[src/rtl/axil_slave_bridge.sv]
// AXI4-Lite slave that turns each read/write into a one-cycle backend request and returns the completion.
// Optional completion timeout: define AXIL_SLAVE_TIMEOUT_EN.
module axil_slave_bridge #(
  parameter int ADDR_W  = 12,
  parameter int DATA_W  = 32,
  parameter int TIMEOUT = 255
) (
  input  logic                axi_aclk,
  input  logic                axi_areset,
  input  logic                axi_awvalid,
  output logic                axi_awready,
  input  logic [ADDR_W-1:0]   axi_awaddr,
  input  logic                axi_wvalid,
  output logic                axi_wready,
  input  logic [DATA_W-1:0]   axi_wdata,
  input  logic [DATA_W/8-1:0] axi_wstrb,
  output logic                axi_bvalid,
  input  logic                axi_bready,
  output logic [1:0]          axi_bresp,
  input  logic                axi_arvalid,
  output logic                axi_arready,
  input  logic [ADDR_W-1:0]   axi_araddr,
  output logic                axi_rvalid,
  input  logic                axi_rready,
  output logic [DATA_W-1:0]   axi_rdata,
  output logic [1:0]          axi_rresp,
  output logic                bk_wstart,
  output logic [ADDR_W-1:0]   bk_waddr,
  output logic [DATA_W-1:0]   bk_wdata,
  output logic [DATA_W/8-1:0] bk_wstrb,
  input  logic                bk_wdone,
  input  logic                bk_werr,
  output logic                bk_rstart,
  output logic [ADDR_W-1:0]   bk_raddr,
  input  logic [DATA_W-1:0]   bk_rdata,
  input  logic                bk_rdone,
  input  logic                bk_rerr
);
  if (!(DATA_W == 32 || DATA_W == 64) || TIMEOUT < 1 || TIMEOUT > 65535) begin : g_bad_param
    $error("axil_slave_bridge: DATA_W must be 32 or 64 and TIMEOUT 1..65535");
  end

  typedef enum logic [1:0] {W_IDLE, W_BK, W_RESP} w_state_t;
  typedef enum logic [1:0] {R_IDLE, R_BK, R_RESP} r_state_t;

  w_state_t w_state, w_next;
  r_state_t r_state, r_next;
  logic     live;
  logic     aw_got, w_got, w_first, w_err;
  logic     r_first, r_err;
  logic     aw_hs, w_hs, ar_hs;
  logic     w_timeout, r_timeout;

  assign aw_hs = axi_awvalid && axi_awready;
  assign w_hs  = axi_wvalid && axi_wready;
  assign ar_hs = axi_arvalid && axi_arready;

  // Readies are gated by this flag so they stay low throughout reset and rise one cycle after it.
  // NOTE: sequential state is written with non-blocking assignments only.
  always_ff @(posedge axi_aclk) begin
    if (axi_areset) live <= 1'b0;
    else            live <= 1'b1;
  end

  // ---------------- write path ----------------
  always_ff @(posedge axi_aclk) begin
    if (axi_areset) w_state <= W_IDLE;
    else            w_state <= w_next;
  end

  // NOTE: every always_comb output gets a default first so no latch is inferred.
  always_comb begin
    w_next = w_state;
    case (w_state)
      W_IDLE:  if ((aw_got || aw_hs) && (w_got || w_hs)) w_next = W_BK;
      W_BK:    if (bk_wdone || w_timeout) w_next = W_RESP;
      W_RESP:  if (axi_bready) w_next = W_IDLE;
      default: w_next = W_IDLE;
    endcase
  end

  always_comb begin
    axi_awready = 1'b0;
    axi_wready  = 1'b0;
    axi_bvalid  = 1'b0;
    bk_wstart   = 1'b0;
    case (w_state)
      W_IDLE: begin
        axi_awready = live && !aw_got;
        axi_wready  = live && !w_got;
      end
      W_BK:    bk_wstart  = w_first;
      W_RESP:  axi_bvalid = 1'b1;
      default: ;
    endcase
  end

  always_ff @(posedge axi_aclk) begin
    if (axi_areset) begin
      aw_got   <= 1'b0;
      w_got    <= 1'b0;
      w_first  <= 1'b0;
      w_err    <= 1'b0;
      bk_waddr <= '0;
      bk_wdata <= '0;
      bk_wstrb <= '0;
    end else begin
      w_first <= (w_state == W_IDLE) && (w_next == W_BK);
      if ((w_state == W_IDLE) && (w_next == W_BK)) begin
        aw_got <= 1'b0;
        w_got  <= 1'b0;
      end else begin
        if (aw_hs) aw_got <= 1'b1;
        if (w_hs)  w_got  <= 1'b1;
      end
      if (aw_hs) bk_waddr <= axi_awaddr;
      if (w_hs) begin
        bk_wdata <= axi_wdata;
        bk_wstrb <= axi_wstrb;
      end
      // Leaving W_BK without a done can only be a timeout, which reports SLVERR.
      if ((w_state == W_BK) && (w_next == W_RESP)) w_err <= bk_wdone ? bk_werr : 1'b1;
    end
  end

  assign axi_bresp = {w_err, 1'b0};

  // ---------------- read path ----------------
  always_ff @(posedge axi_aclk) begin
    if (axi_areset) r_state <= R_IDLE;
    else            r_state <= r_next;
  end

  always_comb begin
    r_next = r_state;
    case (r_state)
      R_IDLE:  if (ar_hs) r_next = R_BK;
      R_BK:    if (bk_rdone || r_timeout) r_next = R_RESP;
      R_RESP:  if (axi_rready) r_next = R_IDLE;
      default: r_next = R_IDLE;
    endcase
  end

  always_comb begin
    axi_arready = 1'b0;
    axi_rvalid  = 1'b0;
    bk_rstart   = 1'b0;
    case (r_state)
      R_IDLE:  axi_arready = live;
      R_BK:    bk_rstart   = r_first;
      R_RESP:  axi_rvalid  = 1'b1;
      default: ;
    endcase
  end

  always_ff @(posedge axi_aclk) begin
    if (axi_areset) begin
      r_first   <= 1'b0;
      r_err     <= 1'b0;
      bk_raddr  <= '0;
      axi_rdata <= '0;
    end else begin
      r_first <= (r_state == R_IDLE) && (r_next == R_BK);
      if (ar_hs) bk_raddr <= axi_araddr;
      if ((r_state == R_BK) && (r_next == R_RESP)) begin
        r_err     <= bk_rdone ? bk_rerr : 1'b1;
        axi_rdata <= bk_rdone ? bk_rdata : '0;
      end
    end
  end

  assign axi_rresp = {r_err, 1'b0};

  // ---------------- completion timeout ----------------
`ifdef AXIL_SLAVE_TIMEOUT_EN
  localparam logic [15:0] TIMEOUT_CNT = 16'(TIMEOUT);
  logic [15:0] w_cnt, r_cnt;

  // Counters sit at zero outside the backend state, so they read zero in the start cycle.
  always_ff @(posedge axi_aclk) begin
    if (axi_areset || (w_state != W_BK)) w_cnt <= '0;
    else if (!bk_wdone)                  w_cnt <= w_cnt + 16'd1;
    if (axi_areset || (r_state != R_BK)) r_cnt <= '0;
    else if (!bk_rdone)                  r_cnt <= r_cnt + 16'd1;
  end

  assign w_timeout = (w_state == W_BK) && (w_cnt == TIMEOUT_CNT);
  assign r_timeout = (r_state == R_BK) && (r_cnt == TIMEOUT_CNT);
`else
  assign w_timeout = 1'b0;
  assign r_timeout = 1'b0;
`endif

endmodule

[config.mk]
export PLATFORM = sky130hd
export DESIGN_NAME = axil_slave_bridge
export DESIGN_NICKNAME = d
export VERILOG_FILES = /design/src/rtl/axil_slave_bridge.sv
export SDC_FILE = /design/constraint.sdc
export NUM_CORES = 1
export LEC_CHECK = 0
export CAP_MARGIN = 40
export CORE_ASPECT_RATIO = 0.5
export CORE_MARGIN = 5
export CORE_UTILIZATION = 40
export CTS_CLUSTER_SIZE = 30
export DETAILED_ROUTE_END_ITERATION = 7
export HOLD_SLACK_MARGIN = 0.05
export PLACE_DENSITY = 0.78
export SLEW_MARGIN = 20
export SYNTH_ARGS = -nofsm -noshare
export SYNTH_HDL_FRONTEND = slang
export SYNTH_SLANG_ARGS = --single-unit
[constraint.sdc]
create_clock -name axi_aclk -period 1.5 [get_ports axi_aclk]
set_input_delay 0.225 -clock axi_aclk [delete_from_list [all_inputs] [get_ports axi_aclk]]
set_output_delay 0.225 -clock axi_aclk [all_outputs]
set_load 0.005 [all_outputs]
# ---- Yosys cells after proc, flatten, opt, wreduce, memory -nomap -nowiden
# Cells that the tools add are included.
dict set report word_totals {
  register_bits 103
  output_inout_bits 103
}
dict set report op_classes {
  eq_ne 8
  reduce_logical 17
  muxes 19
}
# op count
set op_table {}
lappend op_table {{$mux 32} 1}
lappend op_table {{$mux 2} 6}
lappend op_table {{$pmux 2 s3} 2}
lappend op_table {{$logic_and 1x1->1} 10}
lappend op_table {{$mux 1} 10}
lappend op_table {{$eq 2x1->1 const B} 4}
lappend op_table {{$eq 2x2->1 const B} 4}
lappend op_table {{$logic_not 2->1} 2}
lappend op_table {{$logic_not 1->1} 2}
lappend op_table {{$logic_or 1x1->1} 2}
lappend op_table {{$reduce_or 2->1} 1}

# ---- Longest topological paths before layout
# Gate-level depths: netlist of run 1.
dict set report logic_depth {
  word_depth 11
  mapped_depth 6
  ltp_nobuf 3
}

# ---- Least setup slack after synthesis of run 1
# Ideal clock, no wire load.
dict set report synth_path {
  kind {register to register}
  startpoint {register w_state[1]}
  endpoint {register bk_wdata[0]}
  path_stages_with_launch 6
  period_less_slack_ns 1.242
  t_arrival_ns 1.170
  path_slack_ns 0.258
  cell_sequence {dfxtp_1 nor2_4 and4b_4 buf_12 buf_12 mux2i_1}
}
dict set report synth_via {
  elab_chain_len 3
}
# item line
set synth_lines {}
lappend synth_lines {{start, declared} 46} ;# w_state_t w_state, w_next;
lappend synth_lines {{start signal, assigned} 68} ;# else w_state <= w_next;
lappend synth_lines {{$logic_not 2->1} 87} ;# case (w_state)
lappend synth_lines {{$mux 1} 87}
lappend synth_lines {{$logic_and 1x1->1} 55} ;# assign w_hs = axi_wvalid && axi_wready;
lappend synth_lines {{end signal, assigned} 118} ;# bk_wdata <= axi_wdata;
lappend synth_lines {{end, declared} 29} ;# output logic [DATA_W-1:0] bk_wdata,
# Every way passes these cells.
# A chain may end at the register's enable or synchronous reset.

# ---- Worst setup path in the final report of run 1
dict set report layout_path {
  startpoint {register w_state[0]}
  endpoint {output axi_bvalid}
}
dict set report layout_via {
  elab_chain_len 2
}
# item line
set layout_lines {}
lappend layout_lines {{$eq 2x2->1} 87}
lappend layout_lines {{$mux 1} 87}
lappend layout_lines {{end, declared} 17} ;# output logic axi_bvalid,
# Every way passes these cells.

==> flow_summary.ini, run 1 <==
[clocking]
clkTransAtPathRegs_ns = 0.07
htreeDepth = 3
postCtsHoldBufs = 0
numClockSinks = 103
cts_tree = built
post_cts_buffers = 0
clock_path_buffers = 2
cts_root_buf = clkbuf_16
clkLatencyLatePin_ns = 0.34
cts_inserted_buffers = 9

[final_layout]
syn2layout_area_growth_pct = 61.6
final_cell_mix = clkdlybuf4s50_1, nand2_1, dfxtp_1, mux2i_1, a21oi_1
diodes = 0
final_area_um2 = 6420
layout-drive-gt1-share_pct = 6.23
finish.net_count = 756
utilization_pct = 67.1
final_common_cell = clkdlybuf4s50_1

[worst_setup_path]
worst_setup_path_start_kind = register
arrival_ns = 1.21
cp_max_fo = 6
cp.required_ns = 1.27
critPathKind = register to output pin
cp-end-kind = output pin

[global_routing]
grtUsageMet1_pct = 20.1
met3_usage_pct = 5.92
grt_usage_pct = 18.3
grt_pass1_vias = 3539
grt_antenna_before_repair = 0
met2_usage_pct = 33.3
grt-busiest-layer = met2
grt_pass1_wl_mm = 17.6
grt_max_degree = 56
gr-total-overflow = 0

[sta]
final-setup-viol-count = 0
min_period_over_period_pct = 95.8
clock.fmax_ghz = 0.696
maxSlewViolCount = 0
finalHoldViolCount = 0
fin_setup_tns_ns = 0
skew_ns = 0.00665
period_minus_slack_ns = 1.44
rsz0062_at_grt = no
holdWs_ns = 0.228

[yosys]
yosys-top-cells-area = dfxtp_1, nand2_1, mux2i_1, a21oi_1, buf_12
synth_top_family_by_area = simple AND/OR/NAND/NOR gates
yosysTopAreaCell = dfxtp_1
synth_cell_types = 31
synth.top_cell.area_share_pct = 51.9
synth-simple-area-share_pct = 22.5
syn_inst = 458
synth-compound-area-share_pct = 6.96
yosys_warnings = 0
syn_area_um2 = 3980
synthMuxAreaShare_pct = 12.3
synth_edf_count = 0
ys.flop_type = dfxtp_1
synthAdderAreaFrac_pct = 0
synthXorXnorAreaFrac_pct = 0
synth_seq_cells = 103
synth.yosys.seq_area_share_pct = 51.9
syn_area_per_cell_um2 = 8.68
synthArstFlopShare_pct = 0

[routing]
avgRoutedWirePerCell_um = 14.3
drtIter0Drc = 188
drcViolationCount = 0
routed-via-count = 3650
dr.pass1.iters = 4
antenna_left = 0
wirelength_mm = 11.3
vias_per_cell = 4.60

[place]
gp_congestion = 0.757
io_buffers = 203
dp_hpwl_mm = 8.31
dpl_cell_area_um2 = 6120

[floorplanning]
start_util_pct = 41.5
die_area_um2 = 12200
die_x_um = 151
die_h_um = 80.5
core_area_um2 = 9570
rows = 25
pin_count = 206

[hold_path]
hp-class = input pin to register

[pwr]
total_leakage_power_nw = 2.40
ir_drop_mv = 0.655
pwr_density_cell_nw_per_um2 = 965
p_total_mw = 6.20

[run_status]
run_status = complete, no violations

[job]
maxCapViolCount = 0
==> what timing repair did <==
action | in CTS | in global routing
endpoints found under the setup margin | 7 | 2
gates resized for setup | 16 | 2
pin swaps | 0 | 0
==> path summary, 6_finish.rpt <==
kind | end | start | depth (start not counted) | slack, ns
max | axi_bvalid | w_state[0] | 2 | 0.06
min | w_state[0] | axi_areset | 3 | 0.23
max reg2reg | bk_wdata[1] | w_state[1] | 5 | 0.13
min reg2reg | bk_raddr[3] | bk_raddr[3] | 2 | 0.45
==> cell usage after synthesis (2+ instances only) <==
master	n
a31oi_1	2
nand2_1	189
nand2b_1	3
and3b_1	2
nor3b_1	2
nand3b_1	2
clkbuf_1	13
buf_1	2
nor3_1	3
buf_2	13
buf_12	4
nor2_1	4
mux2i_1	49
buf_4	4
dfxtp_1	103
a21oi_1	48
==> where the power goes <==
group,total (mW),switching [mW],internal [mW]
clock network,2.32,0.982,1.34
registers,2.93,0.0702,2.86
logic,0.949,0.347,0.602
total,6.20,1.40,4.80
==> cell type report <==
class	count	area, um^2
Sequential cell	103	2080
Multi-Input combinational cell	318	1670
Timing Repair Buffer	220	2210
Clock inverter	3	42.5
Clock buffer	13	250
Fill cell	807	3150
Inverter	1	3.75
Tap cell	135	169
==> flip-flops by register name (all words and copies together) (netlist names) <==
name and flops:
w_err 1, w_state 2, w_first 1, w_got 1, r_state 2, bk_waddr 12, r_first 1, r_err 1
bk_wdata 32, bk_raddr 12, aw_got 1, axi_rdata 32, bk_wstrb 4, live 1
==> worst max-delay path, stage by stage, from the launching register on <==
cell           delay, ns
dfxtp_4             0.38
and2b_2             0.22
dlygate4sd2_1       0.27
==> through the flow <==
stage	setup slack [ns]	std cells
2_1_floorplan	0.258	459
3_3_place_gp	0.0506	777
3_5_place_dp	-0.00357	777
4_1_cts	0.0410	793
5_1_grt	0.00380	793
6_report	0.0623	793
==> layer usage <==
layer / share of wire, % / wire length, um
met5: 0 / 0
met3: 6.6 / 750
met1: 40 / 4560
met2: 51 / 5800
met4: 1.8 / 199
==> cells by family (layout without fill, tap and decap cells) <==
logic type,Yosys count,count (layout)
AND/OR/NAND/NOR,214,214
flip-flops,103,103
AO/OA/AOI/OAI,53,53
multiplexers,49,49
buffers and inverters,38,237
other,1,2
Note: power is estimated with default switching activity, not from simulation.
==> run 2, diff against run 1 <==
- CORE_UTILIZATION: 40 -> 62
- DONT_BUFFER_PORTS: unset -> 1
- PLACE_DENSITY: 0.78 -> 0.75
- SLEW_MARGIN: 20 -> unset
==> flow_summary.ini, run 2 (synthesis gave the netlist of run 1 again) <==
[worst_setup_path]
cp.required_ns = 1.75
worst_setup_path_start_kind = register
crit_start = live
reg2reg_to = bk_raddr[7]
arrival_ns = 1.71
r2r_cells = 3
ff2ff_setup_slack_ns = 0.05
critPathKind = register to register
r2r-start = live
cp-endpoint = bk_raddr[7]
cp_max_fo = 12
cp-end-kind = register

[sta]
maxSlewViolCount = 0
period_minus_slack_ns = 1.45
clock.fmax_ghz = 0.688
holdWs_ns = 0.0633
final-setup-viol-count = 0
min_period_over_period_pct = 96.8
finalHoldViolCount = 0
fin_setup_tns_ns = 0
skew_ns = 0.00530

[clocking]
clkTransAtPathRegs_ns = 0.06
htreeDepth = 3
clock_path_buffers = 2
post_cts_buffers = 0
cts_tree = built
clkLatencyLatePin_ns = 0.34
cts_inserted_buffers = 9
numClockSinks = 103
cts_root_buf = clkbuf_16

[pwr]
pwr_density_cell_nw_per_um2 = 1190
combPwrFrac_pct = 10.1
clkPwrFrac_pct = 42.4
internal_power_mw = 4.91
ir_drop_mv = 0.923
p_total_mw = 6.27
p_seq_share_pct = 47.5
total_leakage_power_nw = 2.02
switching_share_pct = 21.7
p_switching_mw = 1.36

[global_routing]
grtUsageMet1_pct = 26.9
grt_pass1_wl_mm = 17.9
grt_antenna_before_repair = 2
met2_usage_pct = 53.9
gr-total-overflow = 0
grt_usage_pct = 28.5
grt_max_degree = 56
grt_pass1_vias = 3591
grt-busiest-layer = met2
met3_usage_pct = 13.6

[floorplanning]
die_h_um = 66.6
rows = 20
start_util_pct = 64.6
die_area_um2 = 8210
pin_count = 206
die_x_um = 123
core_area_um2 = 6160

[final_layout]
layout-drive-gt1-share_pct = 5.19
top_regs = axi_rdata x32, bk_wdata x32
final_common_cell = nand2_1
final_cell_mix = nand2_1, dfxtp_1, dlygate4sd3_1, mux2i_1, a21oi_1
final_area_um2 = 5290
finish.net_count = 638
syn2layout_area_growth_pct = 33.0

[routing]
drcViolationCount = 0
drtIter0Drc = 246
wirelength_mm = 11.9
antenna_left = 0
routed-via-count = 3433
dr.pass1.iters = 5
vias_per_cell = 5.46
avgRoutedWirePerCell_um = 19.0

[place]
io_buffers = 0
dpl_cell_area_um2 = 3950
dp_hpwl_mm = 6.92
gp_congestion = 0.738

[hold_path]
hp-class = input pin to register

[job]
maxCapViolCount = 0

[run_status]
run_status = complete, no violations
## run 2: cell types whose count changed in the layout (fill, tap and decap cells not counted), sizes merged
cell           change
dlygate4sd2        -5
clkinv             -1
dlygate4sd3       +93
buf               -10
diode              +2
bufinv             +2
clkdlybuf4s15      -2
clkinvlp           -1
clkdlybuf4s50    -195
## run 2: area by class of cell
| class | count | area (um^2) |
|---|---|---|
| Clock buffer | 12 | 256 |
| Clock inverter | 3 | 90.1 |
| Antenna cell | 2 | 5.00 |
| Timing Repair Buffer | 102 | 1090 |
| Fill cell | 331 | 870 |
| Sequential cell | 103 | 2060 |
| Inverter | 1 | 3.75 |
| Tap cell | 88 | 110 |
| Multi-Input combinational cell | 318 | 1670 |
## run 2: worst min-delay path by stage
stage                      from  slack (ns)  cells after the start           end
finish              bk_rdata[2]        0.06                      2  axi_rdata[2]
floorplan               bk_rerr        0.36                      2         r_err
CTS                  axi_rready        0.05                      2    r_state[1]
detailed placement   axi_areset        0.30                      1  axi_rdata[8]
global placement     axi_areset        0.30                      1  axi_rdata[2]
global route         axi_rready        0.07                      2    r_state[1]
## run 2: metal layers
metal / share of wire, % / wire length (um)
met1: 34 / 4010
met2: 51 / 6120
met3: 13 / 1520
met4: 2.2 / 266
met5: 0 / 0
## run 2: repair_timing
action	in CTS	in global routing
hold endpoints to repair	102	0
resized for setup	0	2
hold buffers	94	0
setup endpoints to repair	0	2
## run 2: worst max-delay path: stages (launching register included)
cell	delay (ns)
dfxtp_1	0.52
and4bb_1	0.52
nand2_1	0.13
a21oi_1	0.20
## run 2: power groups by stage
stage	clock [mW]	combinational, mW	sequential (mW)
CTS	2.70	0.596	2.98
global route	2.79	0.689	2.99
global placement	0	0.345	3.03
floorplan	0	0.366	2.99
finish	2.66	0.636	2.98
detailed placement	0	0.371	3.04
## run 2: per-stage QoR
step / setup slack [ns] / cells / util [%]
6_report: 0.0474 / 629 / 85.9
3_3_place_gp: 0.215 / 517 / 64.1
3_5_place_dp: 0.119 / 517 / 64.1
4_1_cts: 0.0419 / 626 / 85.2
5_1_grt: -0.0312 / 629 / 85.9
2_1_floorplan: 0.258 / 459 / -
